File: config.mk
export PLATFORM = sky130hd
export DESIGN_NAME = mem_bus_arbiter
export DESIGN_NICKNAME = d
export VERILOG_FILES = /design/src/rtl/mem_bus_arbiter.sv
export SDC_FILE = /design/constraint.sdc
export NUM_CORES = 1
export LEC_CHECK = 0
export BUFFER_PORTS_ARGS = -buffer_cell sky130_fd_sc_hd__buf_2
export CAP_MARGIN = 10
export CORE_UTILIZATION = 46
export DETAILED_ROUTE_END_ITERATION = 16
export PLACE_DENSITY = 0.85
export SYNTH_ARGS = -nofsm -noshare
export SYNTH_HDL_FRONTEND = slang
export SYNTH_SLANG_ARGS = --single-unit
File: constraint.sdc
create_clock -name clock -period 3.8 [get_ports clock]
set_input_delay 0.19 -clock clock [delete_from_list [all_inputs] [get_ports clock]]
set_output_delay 0.19 -clock clock [all_outputs]
set_load 0.005 [all_outputs]
File: src/rtl/mem_bus_arbiter.sv
// Round-robin arbiter/sequencer sharing one Memory + BusDriver among NREQ requesters.
// Ports: clock/reset_L, req/req_we/req_addr/req_wdata in; grant/done/rdata out;
//        mem_addr/mem_re/mem_we and drv_en/drv_data to Memory/BusDriver; bus_in from bus.
module mem_bus_arbiter #(
   parameter int NREQ = 4,
   parameter int AW   = 8,
   parameter int DW   = 8
) (
   input  logic               clock,
   input  logic               reset_L,
   input  logic [NREQ-1:0]    req,
   input  logic [NREQ-1:0]    req_we,
   input  logic [NREQ*AW-1:0] req_addr,
   input  logic [NREQ*DW-1:0] req_wdata,
   output logic [NREQ-1:0]    grant,
   output logic [NREQ-1:0]    done,
   output logic [DW-1:0]      rdata,
   output logic [AW-1:0]      mem_addr,
   output logic               mem_re,
   output logic               mem_we,
   output logic               drv_en,
   output logic [DW-1:0]      drv_data,
   input  logic [DW-1:0]      bus_in
);

   localparam int PW = (NREQ > 1) ? $clog2(NREQ) : 1;

   typedef enum logic [1:0] {
      IDLE,
      SETUP,
      ACCESS,
      DONE
   } state_t;

   state_t state;
   state_t state_nx;

   logic [PW-1:0] ptr;
   logic [PW-1:0] win;
   logic [PW-1:0] ptr_nx;
   logic [PW-1:0] pick;
   logic          any_req;

   logic          lat_we;
   logic [AW-1:0] lat_addr;
   logic [DW-1:0] lat_wdata;
   logic [DW-1:0] rdata_q;

   logic [NREQ-1:0] win_oh;

   // Search ptr, ptr+1, ... with wrap; iterating from the far end
   // leaves the closest set bit as the final pick.
   always_comb begin
      int idx;
      any_req = 1'b0;
      pick    = ptr;
      idx     = 0;
      for (int k = NREQ - 1; k >= 0; k--) begin
         idx = int'(ptr) + k;
         if (idx >= NREQ)
            idx = idx - NREQ;
         if (req[idx]) begin
            any_req = 1'b1;
            pick    = PW'(idx);
         end
      end
   end

   // Explicit wrap so non-power-of-2 NREQ never reaches an unused index.
   assign ptr_nx = (win == PW'(NREQ - 1)) ? '0 : win + 1'b1;

   assign win_oh = {{(NREQ-1){1'b0}}, 1'b1} << win;

   // State register
   always_ff @(posedge clock) begin
      if (!reset_L)
         state <= IDLE;
      else
         state <= state_nx;
   end

   // Latched transaction fields, pointer and read data
   always_ff @(posedge clock) begin
      if (!reset_L) begin
         ptr       <= '0;
         win       <= '0;
         lat_we    <= 1'b0;
         lat_addr  <= '0;
         lat_wdata <= '0;
         rdata_q   <= '0;
      end else begin
         if (state == IDLE && any_req) begin
            win       <= pick;
            lat_we    <= req_we[pick];
            lat_addr  <= req_addr[int'(pick)*AW +: AW];
            lat_wdata <= req_wdata[int'(pick)*DW +: DW];
         end
         if (state == ACCESS && !lat_we)
            rdata_q <= bus_in;
         if (state == DONE)
            ptr <= ptr_nx;
      end
   end

   // Next-state logic
   always_comb begin
      state_nx = state;
      unique case (state)
         IDLE:    state_nx = any_req ? SETUP : IDLE;
         SETUP:   state_nx = ACCESS;
         ACCESS:  state_nx = DONE;
         DONE:    state_nx = IDLE;
         default: state_nx = IDLE;
      endcase
   end

   // Outputs decoded from state and latched fields only
   always_comb begin
      grant    = '0;
      done     = '0;
      mem_addr = '0;
      mem_re   = 1'b0;
      mem_we   = 1'b0;
      drv_en   = 1'b0;
      drv_data = '0;
      unique case (state)
         IDLE: begin
         end
         SETUP: begin
            grant    = win_oh;
            mem_addr = lat_addr;
            if (lat_we) begin
               drv_en   = 1'b1;
               drv_data = lat_wdata;
            end
         end
         ACCESS: begin
            grant    = win_oh;
            mem_addr = lat_addr;
            if (lat_we) begin
               drv_en   = 1'b1;
               drv_data = lat_wdata;
               mem_we   = 1'b1;
            end else begin
               mem_re   = 1'b1;
            end
         end
         DONE: begin
            grant    = win_oh;
            done     = win_oh;
            mem_addr = lat_addr;
         end
         default: begin
         end
      endcase
   end

   assign rdata = rdata_q;

endmodule
Yosys cells after proc, flatten, opt, wreduce, memory -nomap -nowiden
Index checks and enable logic that the tools add are counted.
Widths: inputs -> output; s select.
{"block": "word_totals", "ff_bits": 31, "latch_bits": 0, "ram_bits": 0, "rom_bits": 0, "input_bits": 82, "output_inout_bits": 35, "word_cells": 76, "n_memories": 0}
{"block": "op_classes", "addsub": 8, "n_mul": 0, "div_mod_pow": 0, "n_lt_le_gt_ge": 9, "n_eq_ne": 4, "shifts": 3, "mux": 39, "bitwise_logic": 0, "n_reduce_logical": 6}
{"cell": "$lt 32x4->1 const B", "count": 4}
{"cell": "$mux 32", "count": 4}
{"cell": "$shiftx 32x6->8", "count": 2}
{"cell": "$mux 8", "count": 3}
{"cell": "$mux 1", "count": 19}
{"cell": "$sub 3x3->4 const B", "count": 3}
{"cell": "$bmux 1 s2", "count": 5}
{"cell": "$mux 2", "count": 5}
{"cell": "$ge 3x3->1 const B", "count": 3}
{"cell": "$mux 4", "count": 2}
{"cell": "$pmux 2 s4", "count": 1}
{"cell": "$add 2x2->3 const B", "count": 2}
{"cell": "$eq 2x2->1 const B", "count": 3}
{"cell": "$shl 1x2->4 const A", "count": 1}
{"cell": "$sub 2x3->4 const B", "count": 1}
{"cell": "$add 2x1->3 const B", "count": 1}
{"cell": "$ge 2x3->1 const B", "count": 1}
{"cell": "$lt 2x3->1 const B", "count": 1}
{"cell": "$reduce_or 3->1", "count": 1}
{"cell": "$add 2x1->2 const B", "count": 1}
{"cell": "$eq 2x1->1 const B", "count": 1}
{"cell": "$logic_and 1x1->1", "count": 2}
{"cell": "$logic_not 2->1", "count": 1}
{"cell": "$reduce_or 2->1", "count": 1}
{"cell": "$logic_not 1->1", "count": 1}

Longest topological paths before layout
{"block": "depth", "word_depth": 12, "ltp_mapped": 8, "ltp_nobuf": 7}

Worst setup path before layout
No wires, ideal clock.
{"block": "synth_timing", "path_type": "register to register", "startpoint": "reg ptr[1]", "endpoint": "reg lat_addr[4]", "setup_ns": 0.130, "arrival_time_ns": 1.728, "required_time_ns": 3.670, "slack_ns": 1.942, "stages_incl_launch_ff": 9, "path_buffers": 3, "synth_period_minus_slack_ns": 1.858, "cell_sequence": "dfxtp_1 > or3_1 > and4b_1 > a21oi_2 > buf_2 > or2_2 > buf_2 > buf_4 > o221ai_2"}
{"block": "synth_via", "elab_chain_cells": 11, "elab_cells_between_ends": 37, "classes_between": "add/sub (7); order compare (4); shift (1); mux (24); reduce/logical (1)"}
{"item": "start, declared", "line": "38", "text": "logic [PW-1:0] ptr;"}
{"item": "start signal, assigned", "line": "101", "text": "ptr <= ptr_nx;"}
{"item": "$add 2x2->3", "line": "59", "text": "idx = int'(ptr) + k;"}
{"item": "$sub 3x3->4 or $ge 3x3->1 (tied branches)", "line": "61, 60"}
{"item": "$mux 32", "line": "60", "text": "if (idx >= NREQ)"}
{"item": "$bmux 1 s2", "line": "62", "text": "if (req[idx]) begin"}
{"item": "$mux 1 (implied by the code) (2 in a row)", "line": "62"}
{"item": "$mux 2 or $mux 1 (tied branches) (4 in a row)", "line": "62"}
{"item": "$shiftx 32x6->8 or $logic_and 1x1->1 (tied branches)", "line": "95, 92"}
{"item": "end signal, assigned", "line": "95", "text": "lat_addr <= req_addr[int'(pick)*AW +: AW];"}
{"item": "end, declared", "line": "45", "text": "logic [AW-1:0] lat_addr;"}
Parallel ways exist; a longest one is shown, timed or not. The select of a mux whose other input is x is not followed.
A chain may end at the register's enable or synchronous reset.

Final worst setup path
{"block": "layout_timing", "startpoint": "reg ptr[1]", "endpoint": "reg lat_wdata[6]"}
{"block": "layout_via", "elab_chain_cells": 11, "elab_cells_between_ends": 37, "classes_between": "add/sub (7); order compare (4); shift (1); mux (24); reduce/logical (1)"}
{"item": "$add 2x2->3", "line": "59"}
{"item": "$sub 3x3->4 or $ge 3x3->1 (tied branches)", "line": "61, 60"}
{"item": "$mux 32", "line": "60"}
{"item": "$bmux 1 s2", "line": "62"}
{"item": "$mux 1 (implied by the code) (2 in a row)", "line": "62"}
{"item": "$mux 2 or $mux 1 (tied branches) (4 in a row)", "line": "62"}
{"item": "$shiftx 32x6->8 or $logic_and 1x1->1 (tied branches)", "line": "96, 92"}
{"item": "end signal, assigned", "line": "96", "text": "lat_wdata <= req_wdata[int'(pick)*DW +: DW];"}
{"item": "end, declared", "line": "46", "text": "logic [DW-1:0] lat_wdata;"}
Parallel ways exist; a longest one is shown, timed or not. The select of a mux whose other input is x is not followed.

==> results_dict.tcl <==
set metrics [dict create \
    status "completed" \
    dr.pass1.iters 4 \
    hpwl_mm 3.843 \
    cts-buffers-inserted 5 \
    place_area_um2 2496 \
    p_int_w 0.0008061 \
    dieArea_um2 4384 \
    syn_to_final_growth_pct 37.80 \
    viasPerCell 5.403 \
    cp_max_fo 20 \
    synth_top_family_by_area "compound AO/OA/AOI/OAI gates" \
    grt_antenna_before_repair 0 \
    crit_arrival_ns 2.61 \
    synth_fp_nets 302 \
    synthSimpleGateAreaFrac_pct 19.20 \
    ys_seq_area_share_pct 32.72 \
    drv_slew 0 \
    remaining_drc_errors 0 \
    worst_ep_required_time_ns 3.98 \
    grt_overflow 0 \
    fin_crit_ns 2.425 \
    cts-resized-gates 0 \
    clock_latency_ns 0.27 \
    clock-sinks 31 \
    cts_root_buf "clkbuf_8" \
    cts_max_level 2 \
    synth_compound_gate_area_share_pct 23.94 \
    num_io_pins 117 \
    synth-adder-area-share_pct 5.277 \
    clockPowerShare_pct 27.3 \
    numPortBuffers 116 \
    clk_path_buf_depth 2 \
    powerDensity_nw_per_um2 463.5 \
    num_antenna_cells 0 \
    synth.area.mux_share_pct 10.62 \
    fp.dieH_um 66.22 \
    synth-seq-cells 31 \
    critPathKind "reg2reg" \
    wl_mm 5.257 \
    drt_iter0_drc 68 \
    drv_cap 0 \
    p_comb_share_pct 36.3 \
    die_w_um 66.22 \
    endpoint_kind "register" \
    cts_tree "done" \
    cts_setup_buffers 0 \
    finalSetupTns_ns 0 \
    finalHoldViolations 0 \
    ir_drop_mv 0.2899 \
    vias 2010 \
    place_ws_ns 1.389 \
    fill_cells 315 \
    fin_ws_ns 1.375 \
    fin_worst_skew_ns 0.005514 \
    grt_max_degree 21 \
    p_switching_w 0.0004055 \
    synthCells 212 \
    grt_pass1_wl_mm 8.017 \
    netlist_area_um2 1897 \
    yosys_warnings 0 \
    finalCritPeriodShare_pct 63.82 \
    switching_share_pct 33.47 \
    design_area_um2 2614 \
    drive_gt1_share_pct 43.21 \
    antenna_left 0 \
    timing.hold.ws_ns 0.1492 \
    fp.coreArea_um2 3799 \
    grt_pass1_vias 1734 \
    relSlewSlack_pct 20.80 \
    fmax_mhz 412.4 \
    cts.reportedPaths.clkPinSlew_ns 0.07 \
    start_util_pct 49.93 \
    wl_per_cell_um 14.13 \
    track_usage_pct 23.91 \
    seqPwrFrac_pct 36.5 \
    row_count 22 \
    fin_nets 413 \
    place_congestion 0.8049 \
    yosysUniqueCellTypes 31 \
    hold_buffers 0 \
    critPathLaunchType "register" \
    leakage_nw 1.319 \
    avgSynthCellArea_um2 8.947 \
    synth_xor_area_share_pct 0 \
    worstMarginPinSlew_ns 1.184 \
    min_path_type "in2reg" \
    finalSetupViolCount 0 \
    rsz0062_at_grt "false" \
]
[critical path, stage by stage (launching register included)]
cell and delay (ns):
dfxtp_1 0.36, or3_1 0.37, and4b_1 0.21, a21oi_2 0.10
buf_4 0.25, or3b_1 0.71, o221ai_1 0.33
[path summary, 6_finish.rpt]
| check | from | to | slack, ns | depth (start not counted) |
|---|---|---|---|---|
| worst max-delay path | ptr[1]$_SDFFE_PN0P_ | lat_wdata[6]$_SDFFE_PN0P_ | 1.37 | 6 |
| worst min-delay path | bus_in[5] | rdata[5]$_SDFFE_PN0P_ | 0.15 | 3 |
| worst max register to register | ptr[1]$_SDFFE_PN0P_ | lat_wdata[6]$_SDFFE_PN0P_ | 1.37 | 6 |
| worst min register to register | rdata[0]$_SDFFE_PN0P_ | rdata[0]$_SDFFE_PN0P_ | 0.45 | 2 |
[cells in the mapped netlist]
master     n  share of area (%)
or2_2      1               0.33
and3_1     8                2.6
nand2_1   17                3.4
a21oi_1   10                2.6
clkbuf_1   7                1.4
clkinv_1   1               0.20
a21boi_1   2               0.79
or3_1      1               0.33
o221ai_2  10                7.9
nor2b_1   12                4.0
a311oi_1   1               0.46
nand3b_1   1               0.40
o41a_1     1               0.59
inv_1     22                4.4
nor4_2     1               0.66
buf_4      1               0.40
and4b_1    1               0.53
nor3_1     1               0.26
mux2_1     1               0.59
dfxtp_1   31                 33
a21oi_2    1               0.46
o221ai_1   7                3.2
a32oi_1   17                7.8
buf_2      5                1.3
nand2b_1   6                2.0
or3b_1     1               0.46
nor2_1    10                2.0
and2_1     7                2.3
mux2i_1   19                 10
ha_1       8                5.3
buf_6      1               0.59
[flip-flops by register name (all words and copies together), names as in the netlist]
register and count:
rdata 8, lat_wdata 8, ptr 2, state 2
lat_we 1, win 2, lat_addr 8
[area by class of cell]
cell class | count | area (µm²) | share of cell area [%]
Tap cell | 48 | 60.06 | 2.298
Inverter | 23 | 86.33 | 3.303
Clock inverter | 2 | 35.03 | 1.340
Clock buffer | 6 | 82.58 | 3.159
Multi-Input combinational cell | 144 | 1134 | 43.37
Sequential cell | 31 | 620.6 | 23.74
Timing Repair Buffer | 118 | 595.6 | 22.79
[per-stage QoR]
stage               util, %  power [W]  std cells
finish                68.81   0.001212        372
global route          68.81   0.001291        372
CTS                   68.81   0.001214        372
detailed placement    65.71  0.0008842        364
global placement      65.71  0.0008711        364
floorplan                 -  0.0007299        212
[per-layer routing]
layer  part of all wire, %  vias to the layer above  track usage, %
met3                   6.0                        4           5.172
met4                  0.57                        0           5.319
li1                      -                      987               -
met5                     0                        -               0
met1                    43                      943           30.18
met2                    51                       76           41.20
[power groups by stage]
| stage | Combinational (W) | Clock [W] | Sequential, W |
|---|---|---|---|
| finish | 0.000439 | 0.000330 | 0.000442 |
| global route | 0.000480 | 0.000360 | 0.000452 |
| CTS | 0.000440 | 0.000332 | 0.000442 |
| detailed placement | 0.000438 | 0 | 0.000447 |
| global placement | 0.000426 | 0 | 0.000445 |
| floorplan | 0.000295 | 0 | 0.000435 |
[placed cells by master (no fill, tap or decap), drive strengths merged]
cell type  netlist  final
buf              7    118
nor3             1      1
clkbuf           7      6
o41a             1      1
nor2            10     10
mux2i           19     19
nor4             1      1
a21boi           2      2
a311oi           1      1
o221ai          17     17
nand3b           1      1
or2              1      1
bufinv           0      1
inv             22     22
nor2b           12     12
nand2           17     17
dfxtp           31     31
nand2b           6      6
and4b            1      1
a21oi           11     11
mux2             1      1
and2             7      7
a32oi           17     17
ha               8      8
clkinv           1      2
or3              1      1
and3             8      8
or3b             1      1
[cell families (layout without fill, tap and decap cells)]
logic type               after synthesis  in the layout
AO/OA/AOI/OAI                         49             49
flip-flops                            31             31
multiplexers                          20             20
AND/OR/NAND/NOR                       67             67
buffers and inverters                 37            149
adder cells (fa/ha/maj)                8              8
No activity file was read; power rests on OpenSTA's default activity.
